$ cat src/rtl/regfile_access_ctrl.sv
// Sequencer for a 2-port register file: buffers execute writes in a FIFO and serialises them
// with decode operand reads through one FSM. Define RF_FWD_EN to let reads bypass buffered writes.
module regfile_access_ctrl #(
  parameter int unsigned DATA_W     = 8,
  parameter int unsigned ADDR_W     = 1,
  parameter int unsigned WBUF_DEPTH = 2
) (
  input  logic                        clk,
  input  logic                        rst_n,
  input  logic                        rd_req_valid,
  output logic                        rd_req_ready,
  input  logic [ADDR_W-1:0]           rd_req_rd,
  input  logic [ADDR_W-1:0]           rd_req_rs,
  output logic                        rd_rsp_valid,
  output logic [DATA_W-1:0]           rd_rsp_data0,
  output logic [DATA_W-1:0]           rd_rsp_data1,
  input  logic                        wr_req_valid,
  output logic                        wr_req_ready,
  input  logic [ADDR_W-1:0]           wr_req_addr,
  input  logic [DATA_W-1:0]           wr_req_data,
  output logic [ADDR_W-1:0]           rf_rd,
  output logic [ADDR_W-1:0]           rf_rs,
  output logic                        rf_regWrite,
  output logic [DATA_W-1:0]           rf_writeData,
  input  logic [DATA_W-1:0]           rf_outData0,
  input  logic [DATA_W-1:0]           rf_outData1,
  output logic [$clog2(WBUF_DEPTH):0] wbuf_count
);

  localparam int unsigned PTR_W = $clog2(WBUF_DEPTH);
  localparam int unsigned CNT_W = PTR_W + 1;

  typedef enum logic [1:0] {IDLE, WRITE, READ, RESP} state_t;

  state_t             state_q;
  logic [ADDR_W-1:0]  mem_addr_q [WBUF_DEPTH];
  logic [DATA_W-1:0]  mem_data_q [WBUF_DEPTH];
  logic [PTR_W-1:0]   wptr_q, wptr_d;
  logic [PTR_W-1:0]   rptr_q, rptr_d;
  logic [CNT_W-1:0]   count_q, count_d;

  logic [ADDR_W-1:0]  rf_rd_q, rf_rs_q;
  logic               rf_regWrite_q;
  logic [DATA_W-1:0]  rf_writeData_q;
  logic               rsp_valid_q;
  logic [DATA_W-1:0]  rsp_data0_q, rsp_data1_q;
  logic [DATA_W-1:0]  rsp0_d, rsp1_d;

  logic push, pop, rd_fire, has_data;

  assign has_data     = (count_q != '0);
  assign wr_req_ready = rst_n && (count_q < CNT_W'(WBUF_DEPTH));
`ifdef RF_FWD_EN
  assign rd_req_ready = rst_n && (state_q == IDLE);
`else
  assign rd_req_ready = rst_n && (state_q == IDLE) && !has_data;
`endif
  assign push    = wr_req_valid && wr_req_ready;
  assign rd_fire = rd_req_valid && rd_req_ready;
  // A read handshake in IDLE wins over draining; without forwarding it implies an empty buffer.
  assign pop     = has_data && (((state_q == IDLE) && !rd_fire) || (state_q == WRITE));

  always_comb begin
    wptr_d  = wptr_q;
    rptr_d  = rptr_q;
    count_d = count_q;
    if (push) wptr_d = wptr_q + 1'b1;
    if (pop)  rptr_d = rptr_q + 1'b1;
    case ({push, pop})
      2'b10:   count_d = count_q + 1'b1;
      2'b01:   count_d = count_q - 1'b1;
      default: count_d = count_q;
    endcase
  end

  always_ff @(posedge clk or negedge rst_n) begin
    if (!rst_n) begin
      wptr_q  <= '0;
      rptr_q  <= '0;
      count_q <= '0;
    end else begin
      wptr_q  <= wptr_d;
      rptr_q  <= rptr_d;
      count_q <= count_d;
    end
  end

  always_ff @(posedge clk) begin
    if (push) begin
      mem_addr_q[wptr_q] <= wr_req_addr;
      mem_data_q[wptr_q] <= wr_req_data;
    end
  end

`ifdef RF_FWD_EN
  logic [CNT_W-1:0] fwd_cnt_q;
  logic [PTR_W-1:0] fwd_idx;

  // Only entries present at the read handshake are eligible; later entries override earlier ones.
  always_comb begin
    rsp0_d  = rf_outData0;
    rsp1_d  = rf_outData1;
    fwd_idx = '0;
    for (int unsigned i = 0; i < WBUF_DEPTH; i++) begin
      fwd_idx = rptr_q + PTR_W'(i);
      if (CNT_W'(i) < fwd_cnt_q) begin
        if (mem_addr_q[fwd_idx] == rf_rs_q) rsp0_d = mem_data_q[fwd_idx];
        if (mem_addr_q[fwd_idx] == rf_rd_q) rsp1_d = mem_data_q[fwd_idx];
      end
    end
  end

  always_ff @(posedge clk or negedge rst_n) begin
    if (!rst_n)       fwd_cnt_q <= '0;
    else if (rd_fire) fwd_cnt_q <= count_q;
  end
`else
  always_comb begin
    rsp0_d = rf_outData0;
    rsp1_d = rf_outData1;
  end
`endif

  always_ff @(posedge clk or negedge rst_n) begin
    if (!rst_n) begin
      state_q        <= IDLE;
      rf_rd_q        <= '0;
      rf_rs_q        <= '0;
      rf_regWrite_q  <= 1'b0;
      rf_writeData_q <= '0;
      rsp_valid_q    <= 1'b0;
      rsp_data0_q    <= '0;
      rsp_data1_q    <= '0;
    end else begin
      rsp_valid_q <= 1'b0;
      case (state_q)
        IDLE: begin
          if (rd_fire) begin
            state_q       <= READ;
            rf_regWrite_q <= 1'b0;
            rf_rd_q       <= rd_req_rd;
            rf_rs_q       <= rd_req_rs;
          end else if (has_data) begin
            state_q        <= WRITE;
            rf_regWrite_q  <= 1'b1;
            rf_rd_q        <= mem_addr_q[rptr_q];
            rf_writeData_q <= mem_data_q[rptr_q];
          end
        end
        WRITE: begin
          if (has_data) begin
            rf_regWrite_q  <= 1'b1;
            rf_rd_q        <= mem_addr_q[rptr_q];
            rf_writeData_q <= mem_data_q[rptr_q];
          end else begin
            state_q       <= IDLE;
            rf_regWrite_q <= 1'b0;
          end
        end
        // Register file data is sampled at the end of READ so the pulse lands in RESP.
        READ: begin
          state_q     <= RESP;
          rsp_valid_q <= 1'b1;
          rsp_data0_q <= rsp0_d;
          rsp_data1_q <= rsp1_d;
        end
        RESP:    state_q <= IDLE;
        default: state_q <= IDLE;
      endcase
    end
  end

  assign rf_rd        = rf_rd_q;
  assign rf_rs        = rf_rs_q;
  assign rf_regWrite  = rf_regWrite_q;
  assign rf_writeData = rf_writeData_q;
  assign rd_rsp_valid = rsp_valid_q;
  assign rd_rsp_data0 = rsp_data0_q;
  assign rd_rsp_data1 = rsp_data1_q;
  assign wbuf_count   = count_q;

endmodule

$ cat config.mk
export PLATFORM = sky130hd
export DESIGN_NAME = regfile_access_ctrl
export DESIGN_NICKNAME = d
export VERILOG_FILES = /design/src/rtl/regfile_access_ctrl.sv
export SDC_FILE = /design/constraint.sdc
export NUM_CORES = 1
export LEC_CHECK = 0
export CORE_UTILIZATION = 43
export DETAILED_ROUTE_END_ITERATION = 10
export PLACE_DENSITY = 0.77
export SYNTH_ARGS = -nofsm -noshare
export SYNTH_HDL_FRONTEND = slang
export SYNTH_SLANG_ARGS = --single-unit
$ cat constraint.sdc
create_clock -name clk -period 3.8 [get_ports clk]
set_clock_uncertainty 0.05 [all_clocks]
set_input_delay 0.76 -clock clk [delete_from_list [all_inputs] [get_ports clk]]
set_output_delay 0.76 -clock clk [all_outputs]
set_load 0.05 [all_outputs]
==> reports/summary.md, run 1 <==
* post-synthesis instance total: 127
* Cell Count Post-Placement: 238
* number of diodes added for antenna fixing: 0
* sw frac: 43.6%
* Synth Cell Area: 2020 sq um
* share of layout cells above drive strength 1: 15.0%
* number of max-cap violations: 0
* arrival time at the worst endpoint: 1.99 ns
* Global Route met2 Usage: 26.3%
* Bufs on Longest Clock Path: 2
* post-detailed-route via-to-cell ratio: 5.01
* detailed placement HPWL: 2670 microns
* Relative slew margins: 47.1%
* total global routing overflow: 0
* ranking of synthesized cells by area: dfrtp_1 42%, edfxtp_1 27%, mux2_4 6.0%, mux2_2 5.0%, mux2i_1 4.0%
* GRT Max-Usage Layer: met2
* dominant cell by count in the synthesized netlist: dfrtp_1
* via count of the first global-routing pass: 1266
* register area share after synthesis: 69.0%
* Routed Antenna Nets: 0
* number of failing setup endpoints in the final timing report: 0
* total power per unit cell area: 874 nW/um^2
* unrepaired setup endpoints after global routing: no
* Area Overhead vs Synth: 36.0%
* kind of launch point of the worst setup path: primary input
* portion of total power attributed to sequential cells: 37.4%
* setup slack of the critical path after layout: 0.998 ns
* routability-driven placement congestion ratio: 0.717
* Setup CP Type: in -> out
* ys async rst share: 65.4%
* Top FF cell, synth: dfrtp_1
* wire length of the first global-routing pass: 6040 microns
* internal power summed over all cells: 0.00135 W
* top-level I/O count: 63
* floorplan die width: 70.5 microns
* core area: 4440 sq um
* met3 GRT Util: 6.35%
* hold buffers post-CTS: 0
* root buf cell: clkbuf_8
* met1 track demand over resource: 20.2%
* final number of hold-violating endpoints: 0
* number of gates resized after CTS: 0
* slack of the worst reg-to-reg path: 1.99 ns
* initial standard-cell utilization of the core: 45.4%
* clock transition time at the flip-flop clock pins of the worst setup and hold paths: 0.08 ns
* status: finished, violations left
* final max-slew violation count: 0
* number of flops mapped to enable cells by yosys: 18
* DP Worst Slack: 0.976 ns
* CTS tree: done
* number of different library cells in the post-synthesis netlist: 26
* clock insertion delay at the later pin of the skew report: 0.30 ns
* Clock power frac: 12.1%
* crit path from: rst_n
* Peak VDD IR: 0.000409 V
* Syn. warnings: 0
* TritonRoute pass-1 iters: 7
* TNS Setup: 0 ns
* CP required: 2.99 ns
* net count after synthesis: 159
* share of the clock period used by the worst path: 73.7%
* most numerous cell types in the synthesized netlist: 34 x dfrtp_1, 18 x edfxtp_1, 9 x mux2_2, 9 x nand2_1, 9 x o21ai_0
* WL/cell: 15.2 microns
* non-filler instance count after layout: 245
* Final nets: 225
* Avg Inst Size Synth: 15.9 sq um
* clock period minus final worst setup slack: 2.80 ns
* total routing usage reported by global routing: 16.3%
* Vias: 1228
* Net Sw Power: 0.00105 W
* Worst R2R End: mem_data_q[0][5]
* H-tree depth reported by CTS: 2
* Worst-Margin Slew: 0.791 ns
* violations in the final reports: design-rule violations
* number of antenna violations at the first check in global routing: 0
* combinational group share of total power: 50.5%
* number of cell instances on the worst register-to-register path: 3
* number of violations reported at the end of detailed-routing iteration 0: 65
* Inserted Clock Buffers: 5
* Final Routed Wirelength: 3740 microns
* flops & latches, synth: 52
* DRC violations left: 16
* Synth top area share: 42.2%
* height of the die: 70.5 microns
* endpoint class of the critical path: output port
* TritonCTS sink count: 52
* leakage: 1.14 nW
* floorplan row count: 24
* highest fanout seen on the critical path: 8
* number of buffers inserted by port buffering: 62
* area enclosed by the die boundary: 4970 sq um
* maximum number of pins on one net before global-route repair: 32
* library cell occupying the most area in the post-synthesis netlist: dfrtp_1
* highest attainable clock frequency: 357 MHz
* startpoint of the lowest-slack register-to-register path: wbuf_count[1]
* worst min-delay path category: in -> async
* number of post-CTS setup repair buffers: 0
==> layer usage <==
layer | routed length (microns) | part of all wire, %
met1 | 1530 | 41
met2 | 1830 | 49
met3 | 321 | 8.6
met4 | 57 | 1.5
met5 | 0 | 0
==> state kept, by name (all words and copies together), names as in the netlist <==
signal        cells
rptr_q            1
rf_rs             1
wptr_q            1
rf_rd             1
rd_rsp_data0      8
rf_regWrite       1
wbuf_count        2
state_q           2
rd_rsp_data1      8
rd_rsp_valid      1
mem_data_q       16
rf_writeData      8
mem_addr_q        2
==> cell type report <==
cell class                 instances  area (sq um)
clock buffer                       6          72.6
timing repair buffer              64           631
multi-input combinational         68           572
inverter                           2          7.51
sequential                        52          1390
clock inverter                     1          5.00
tap                               52          65.1
fill                             337          1700
==> how the worst max path moves through the flow <==
stage	to	slack [ns]	cells past startpoint
after floorplan	mem_addr_q[0]	1.15	3
after global placement	wr_req_ready	1.01	3
after detailed placement	wr_req_ready	0.98	3
after CTS	wr_req_ready	0.98	3
after global routing	wr_req_ready	0.92	3
final	wr_req_ready	1.0	3
==> cell families (layout without fill, tap and decap cells) <==
| logic type | Yosys count | in the layout | share of synthesized area, % |
|---|---|---|---|
| xor gates and xnor gates | 5 | 5 | 2.17 |
| buffers and inverters | 7 | 73 | 2.67 |
| DFF | 52 | 52 | 69.0 |
| and+or+nand+nor | 24 | 24 | 6.51 |
| muxes | 25 | 25 | 15.0 |
| adders and majority gates | 1 | 1 | 0.620 |
| AOI/OAI and AO/OA | 13 | 13 | 4.09 |
==> stage by stage <==
stage	power, W	util (%)	hold WS [ns]	cell area [sq um]
after floorplan	0.00172	-	0.411	2020
after global placement	0.00209	60.0	0.428	2670
after detailed placement	0.00213	60.0	0.426	2670
after CTS	0.00243	61.7	0.220	2740
after global routing	0.00252	61.7	0.222	2740
final	0.00240	61.7	0.231	2740
==> placed cells by master, fill, tap and decap left out, drive strengths merged <==
| cell | instances |
|---|---|
| o21ai | 9 |
| a211oi | 1 |
| nor3 | 1 |
| mux2 | 17 |
| nor2 | 4 |
| nand4 | 1 |
| clkinv | 1 |
| or2b | 1 |
| dfrtp | 34 |
| inv | 2 |
| nor2b | 4 |
| nand2 | 9 |
| o21bai | 1 |
| clkbuf | 6 |
| xnor2 | 4 |
| ha | 1 |
| clkdlybuf4s50 | 61 |
| xor2 | 1 |
| mux2i | 8 |
| a221oi | 1 |
| edfxtp | 18 |
| a21boi | 1 |
| and3 | 3 |
| nand2b | 1 |
| buf | 3 |
==> worst max-delay path, cell delays in order <==
cell and delay, ns:
buf_2 0.19, nor2b_1 0.21, clkdlybuf4s50_1 0.83
==> power by group through the flow <==
stage / logic [W] / clock network [W] / registers, W
after floorplan: 0.000352 / 0 / 0.00136
after global placement: 0.00120 / 0 / 0.000897
after detailed placement: 0.00122 / 0 / 0.000910
after CTS: 0.00122 / 0.000302 / 0.000901
after global routing: 0.00127 / 0.000319 / 0.000925
final: 0.00121 / 0.000289 / 0.000898
Note: power is estimated with default switching activity, not from simulation.
==> run 2, diff against run 1 <==
--- a/config.mk
+++ b/config.mk
@@ -5,7 +5,7 @@
 export SDC_FILE = /design/constraint.sdc
 export NUM_CORES = 1
 export LEC_CHECK = 0
-export CORE_UTILIZATION = 43
+export CORE_UTILIZATION = 41
 export DETAILED_ROUTE_END_ITERATION = 10
 export PLACE_DENSITY = 0.77
 export SYNTH_ARGS = -nofsm -noshare
==> constraint.sdc (replaced) <==
create_clock -name clk -period 2.5 [get_ports clk]
set_clock_uncertainty 0.05 [all_clocks]
set_input_delay 0.5 -clock clk [delete_from_list [all_inputs] [get_ports clk]]
set_output_delay 0.5 -clock clk [all_outputs]
set_load 0.05 [all_outputs]
==> run 2 against run 1 <==
  * The flow now finishes without violations
  * Total power is 54% higher
  * Die area is 4.8% higher
  * Routed wire length is 3.9% higher
  * Count of clock-buffer cells in the layout stayed put
  * Sequential share of layout area is 1.3 points lower
  * Combinational power is 55% higher
  * Flip-flop and latch count stayed put
  * Register-to-register slack worse by 1.2 ns
  * First-iteration DRC count is 23% lower
  * Worst hold slack better by 0.21 ns
  * Largest power group unchanged
  * Highest routed layer unchanged
==> reports/summary.md, run 2 (synthesized netlist as in run 1, its figures left out) <==
* status: finished, final reports clean
* cells traversed along the worst timing path: dlygate4sd3_1 > buf_2 > nor2b_2 > buf_12
* crit path from: rst_n
* number of buffers inserted by port buffering: 62
* floorplan row count: 25
* unrepaired setup endpoints after global routing: no
* most common cell after layout, fill and taps aside: clkdlybuf4s50_1
* startpoint of the lowest-slack register-to-register path: wbuf_count[0]
* detailed placement HPWL: 2760 microns
* wire length of the first global-routing pass: 6290 microns
* total global routing overflow: 0
* CP required: 1.95 ns
* number of diodes added for antenna fixing: 0
* Storage cell area: 1390 sq um
* Relative slew margins: 60.2%
* leakage: 1.16 nW
* top-level I/O count: 63
* number of max-cap violations: 0
* highest attainable clock frequency: 444 MHz
* initial standard-cell utilization of the core: 42.7%
* TritonCTS sink count: 52
* arrival time at the worst endpoint: 1.70 ns
* commonest non-fill, non-tap cells in the layout: 59 x clkdlybuf4s50_1, 34 x dfrtp_1, 18 x edfxtp_1
* Setup CP Type: in -> out
* final max-slew violation count: 0
* clock transition time at the flip-flop clock pins of the worst setup and hold paths: 0.09 ns
* TNS Setup: 0 ns
* non-filler instance count after layout: 263
* Bufs on Longest Clock Path: 2
* clock period minus final worst setup slack: 2.25 ns
* maximum number of pins on one net before global-route repair: 31
* Worst-Margin Slew: 0.596 ns
* launch instance of the worst min-delay path: rf_writeData[4]
* Vias: 1222
* area enclosed by the die boundary: 5200 sq um
* share of layout cells above drive strength 1: 17.3%
* flip-flop count of the largest register, all copies and words added: 16
* height of the die: 72.1 microns
* floorplan die width: 72.1 microns
* root buf cell: clkbuf_8
* Area Overhead vs Synth: 39.5%
* Inserted Clock Buffers: 5
* post-detailed-route via-to-cell ratio: 4.65
* via count of the first global-routing pass: 1355
* worst min-delay path category: reg -> reg
* core area: 4720 sq um
* Critical Path Max Stage Delay: 0.54 ns
* total routing usage reported by global routing: 16.5%
* CP Buf/Inv Count: 3
* number of violations reported at the end of detailed-routing iteration 0: 50
* Final nets: 227
* Cell Count Post-Placement: 254
* area of combinational cells with multiple inputs: 574 sq um
* master of the slowest instance on the critical path: dlygate4sd3_1
* Final Routed Wirelength: 3880 microns
* highest fanout seen on the critical path: 9
* total power per unit cell area: 1320 nW/um^2
* clock insertion delay at the later pin of the skew report: 0.31 ns
* filler cell count in the final layout: 364
* final number of hold-violating endpoints: 0
* WL/cell: 14.8 microns
* number of antenna violations at the first check in global routing: 0
* kind of launch point of the worst setup path: primary input
* endpoint class of the critical path: output port
* DRC violations left: 0
* routability-driven placement congestion ratio: 0.676
* register ranked first by flip-flop count: mem_data_q
* H-tree depth reported by CTS: 2
* TritonRoute pass-1 iters: 4
* number of failing setup endpoints in the final timing report: 0
* share of the clock period used by the worst path: 90.1%
* CTS tree: done
* cell family with the largest share of critical-path delay: buffers and inverters
* Routed Antenna Nets: 0
* Peak VDD IR: 0.000749 V
* number of gates resized after CTS: 0
-- run 2: per-stage QoR --
stage                     setup slack [ns]  util, %  cell area, sq um  hold slack, ns  power [W]
after floorplan                      0.272        -              2020           0.154    0.00261
after global placement               0.689     57.5              2720           0.284    0.00321
after detailed placement             0.599     57.5              2720           0.298    0.00327
after CTS                            0.236     59.6              2810           0.446    0.00375
after global routing                 0.190     59.6              2810           0.474    0.00389
final                                0.248     59.6              2810           0.442    0.00370
-- run 2: per-layer routing --
layer	vias up	wire (microns)	GRT usage, %
li1	580	-	-
met1	584	1680	20.1
met4	0	60	7.84
met2	53	1890	27.3
met3	5	255	4.44
met5	-	0	0
-- run 2: path summary, 6_finish.rpt --
check | slack (ns) | cells after the start | to
max in group asynchronous | 1.25 | 3 | rd_rsp_data0[3]
worst max-delay path | 0.25 | 4 | wr_req_ready
min in group asynchronous | 0.54 | 2 | wbuf_count[1]
worst min-delay path | 0.44 | 2 | rf_writeData[4]
worst min register to register | 0.44 | 2 | rf_writeData[4]
worst max register to register | 0.79 | 6 | wbuf_count[1]
-- run 2: what timing repair did --
| action | in CTS | in global routing |
|---|---|---|
| hold endpoints to repair | 4 | 0 |
| hold buffers | 1 | 0 |
| setup buffers | 0 | 0 |
-- run 2: tightest hold or removal path: stages (launching register included) --
cell     delay (ns)
dfrtp_1        0.35
nand2_1        0.05
o21ai_0        0.06
-- run 2: final cells by class --
type / instances / area share (%)
clock buffers: 6 / 2.58
clock inverters: 2 / 0.578
inverters: 2 / 0.267
multi-input cells: 68 / 20.4
flip-flops and latches: 52 / 49.4
well taps: 67 / 2.98
repair buffers: 66 / 23.7
-- run 2: power by group --
part	leakage (nW)	total, W	internal (W)	switching [W]
combinational	0.531	0.00187	0.000725	0.00115
clock	0.0414	0.000471	0.000199	0.000271
sequential	0.585	0.00136	0.00116	0.000199
total	1.16	0.00370	0.00208	0.00162
==> run 3, diff against run 2 <==
--- a/config.mk
+++ b/config.mk
@@ -5,9 +5,9 @@
 export SDC_FILE = /design/constraint.sdc
 export NUM_CORES = 1
 export LEC_CHECK = 0
-export CORE_UTILIZATION = 41
+export CORE_UTILIZATION = 35
 export DETAILED_ROUTE_END_ITERATION = 10
-export PLACE_DENSITY = 0.77
+export PLACE_DENSITY = 0.67
 export SYNTH_ARGS = -nofsm -noshare
 export SYNTH_HDL_FRONTEND = slang
 export SYNTH_SLANG_ARGS = --single-unit
==> run 3 against run 2 <==
  * Count of clock-buffer cells in the layout is 1 lower
  * Total power grew 0.40%
  * First-iteration DRC count decreased by 34%
  * Cell count is 1.9% higher
  * Critical endpoint unchanged
  * Largest cell class unchanged
  * Largest power group unchanged
  * Highest routed layer unchanged
==> reports/summary.md, run 3 (synthesized netlist as in run 1, its figures left out) <==
* number of failing setup endpoints in the final timing report: 0
* clock transition time at the flip-flop clock pins of the worst setup and hold paths: 0.10 ns
* final number of hold-violating endpoints: 0
* Area Overhead vs Synth: 40.2%
* arrival time at the worst endpoint: 1.67 ns
* endpoint class of the critical path: output port
* number of max-cap violations: 0
* floorplan row count: 27
* number of violations reported at the end of detailed-routing iteration 0: 33
* total global routing overflow: 0
* number of antenna violations at the first check in global routing: 0
* master of the slowest instance on the critical path: dlygate4sd3_1
* share of layout cells above drive strength 1: 17.9%
* number of diodes added for antenna fixing: 0
* non-filler instance count after layout: 268
* Bufs on Longest Clock Path: 2
* Relative slew margins: 61.0%
* routability-driven placement congestion ratio: 0.709
* CTS tree: done
* cells traversed along the worst timing path: dlygate4sd3_1 > buf_2 > nor2b_2 > buf_12
* Net Sw Power: 0.00163 W
* highest attainable clock frequency: 450 MHz
* top-level I/O count: 63
* wire length of the first global-routing pass: 6280 microns
* TNS Setup: 0 ns
* Peak VDD IR: 0.000524 V
* area of combinational cells with multiple inputs: 574 sq um
* Routed Antenna Nets: 0
* combinational group share of total power: 50.2%
* area enclosed by the die boundary: 6070 sq um
* final max-slew violation count: 0
* clock period minus final worst setup slack: 2.22 ns
* worst min-delay path category: reg -> reg
* kind of launch point of the worst setup path: primary input
* number of buffers inserted by port buffering: 62
* Critical Path Max Stage Delay: 0.54 ns
* initial standard-cell utilization of the core: 36.4%
* Final nets: 227
* Setup CP Type: in -> out
* core area: 5540 sq um
* highest fanout seen on the critical path: 8
* post-detailed-route via-to-cell ratio: 4.57
* total routing usage reported by global routing: 13.4%
* internal power summed over all cells: 0.00209 W
* clock insertion delay at the later pin of the skew report: 0.31 ns
* Vias: 1225
* Inserted Clock Buffers: 5
* TritonCTS sink count: 52
* DRC violations left: 0
* leakage: 1.16 nW
* via count of the first global-routing pass: 1299
* Clock power frac: 13.2%
* Storage cell area: 1390 sq um
* root buf cell: clkbuf_8
* WL/cell: 13.9 microns
* share of the clock period used by the worst path: 88.9%
* TritonRoute pass-1 iters: 4
* portion of total power attributed to sequential cells: 36.6%
* unrepaired setup endpoints after global routing: no
* flip-flop count of the largest register, all copies and words added: 16
* Worst-Margin Slew: 0.584 ns
* most common cell after layout, fill and taps aside: clkdlybuf4s50_1
* detailed placement HPWL: 2640 microns
* Final Routed Wirelength: 3730 microns
* register ranked first by flip-flop count: mem_data_q
* maximum number of pins on one net before global-route repair: 32
* total power per unit cell area: 1310 nW/um^2
* Cell Count Post-Placement: 259
* height of the die: 77.9 microns
* floorplan die width: 77.9 microns
* CP required: 1.95 ns
* H-tree depth reported by CTS: 2
* number of gates resized after CTS: 0
* filler cell count in the final layout: 495
* commonest non-fill, non-tap cells in the layout: 59 x clkdlybuf4s50_1, 34 x dfrtp_1, 18 x edfxtp_1
* status: finished, final reports clean
* sw frac: 43.7%
-- run 3: changes by cell type in the layout (fill, tap and decap cells not counted) --
cell      before  now
clkbuf_1       1    0
inv_8          0    1
-- run 3: per-layer routing --
metal	GRT usage (%)	part of all wire, %	up-vias
met3	4.00	6.9	4
li1	-	-	578
met4	3.89	1.0	0
met5	0	0	-
met2	22.4	49	47
met1	16.9	43	596
-- run 3: area by class of cell --
| type | count | area share (%) |
|---|---|---|
| Tap cell | 72 | 3.19 |
| Timing Repair Buffer | 66 | 23.6 |
| Clock inverter | 3 | 0.973 |
| Sequential cell | 52 | 49.2 |
| Clock buffer | 5 | 2.43 |
| Multi-Input combinational cell | 68 | 20.3 |
| Inverter | 2 | 0.265 |
-- run 3: worst paths after layout --
kind,end,start,cells past startpoint,slack [ns]
min,rf_writeData[5],rf_writeData[5],2,0.44
min in group asynchronous,wptr_q,rst_n,2,0.52
min reg2reg,rf_writeData[5],rf_writeData[5],2,0.44
max in group asynchronous,rf_writeData[2],rst_n,3,1.25
max,wr_req_ready,rst_n,4,0.28
max reg2reg,wbuf_count[1],wbuf_count[0],6,0.83
-- run 3: what timing repair did --
action | 4_1_cts | 5_1_grt
hold buffers | 1 | 0
buffers inserted | 0 | 0
endpoints found under the hold margin | 4 | 0
-- run 3: stage by stage --
step	area (sq um)	total power, W	setup slack [ns]	hold WS [ns]	utilization, %
after floorplan	2020	0.00261	0.272	0.154	-
after global placement	2720	0.00321	0.688	0.281	49.1
after detailed placement	2720	0.00326	0.628	0.295	49.1
after CTS	2830	0.00377	0.249	0.451	51.0
after global routing	2830	0.00392	0.211	0.471	51.0
final	2830	0.00372	0.277	0.443	51.0
-- run 3: critical path, delay by kind of cell --
kind | cells | cell delay [ns]
simple gates | 1 | 0.26
buf+inv | 3 | 0.91
-- run 3: power groups by stage --
stage / clock network [W] / logic (W) / registers, W
3_5_place_dp: 0 / 0.00188 / 0.00138
5_1_grt: 0.000550 / 0.00197 / 0.00140
3_3_place_gp: 0 / 0.00185 / 0.00136
6_report: 0.000491 / 0.00187 / 0.00136
4_1_cts: 0.000517 / 0.00189 / 0.00136
2_1_floorplan: 0 / 0.000537 / 0.00208
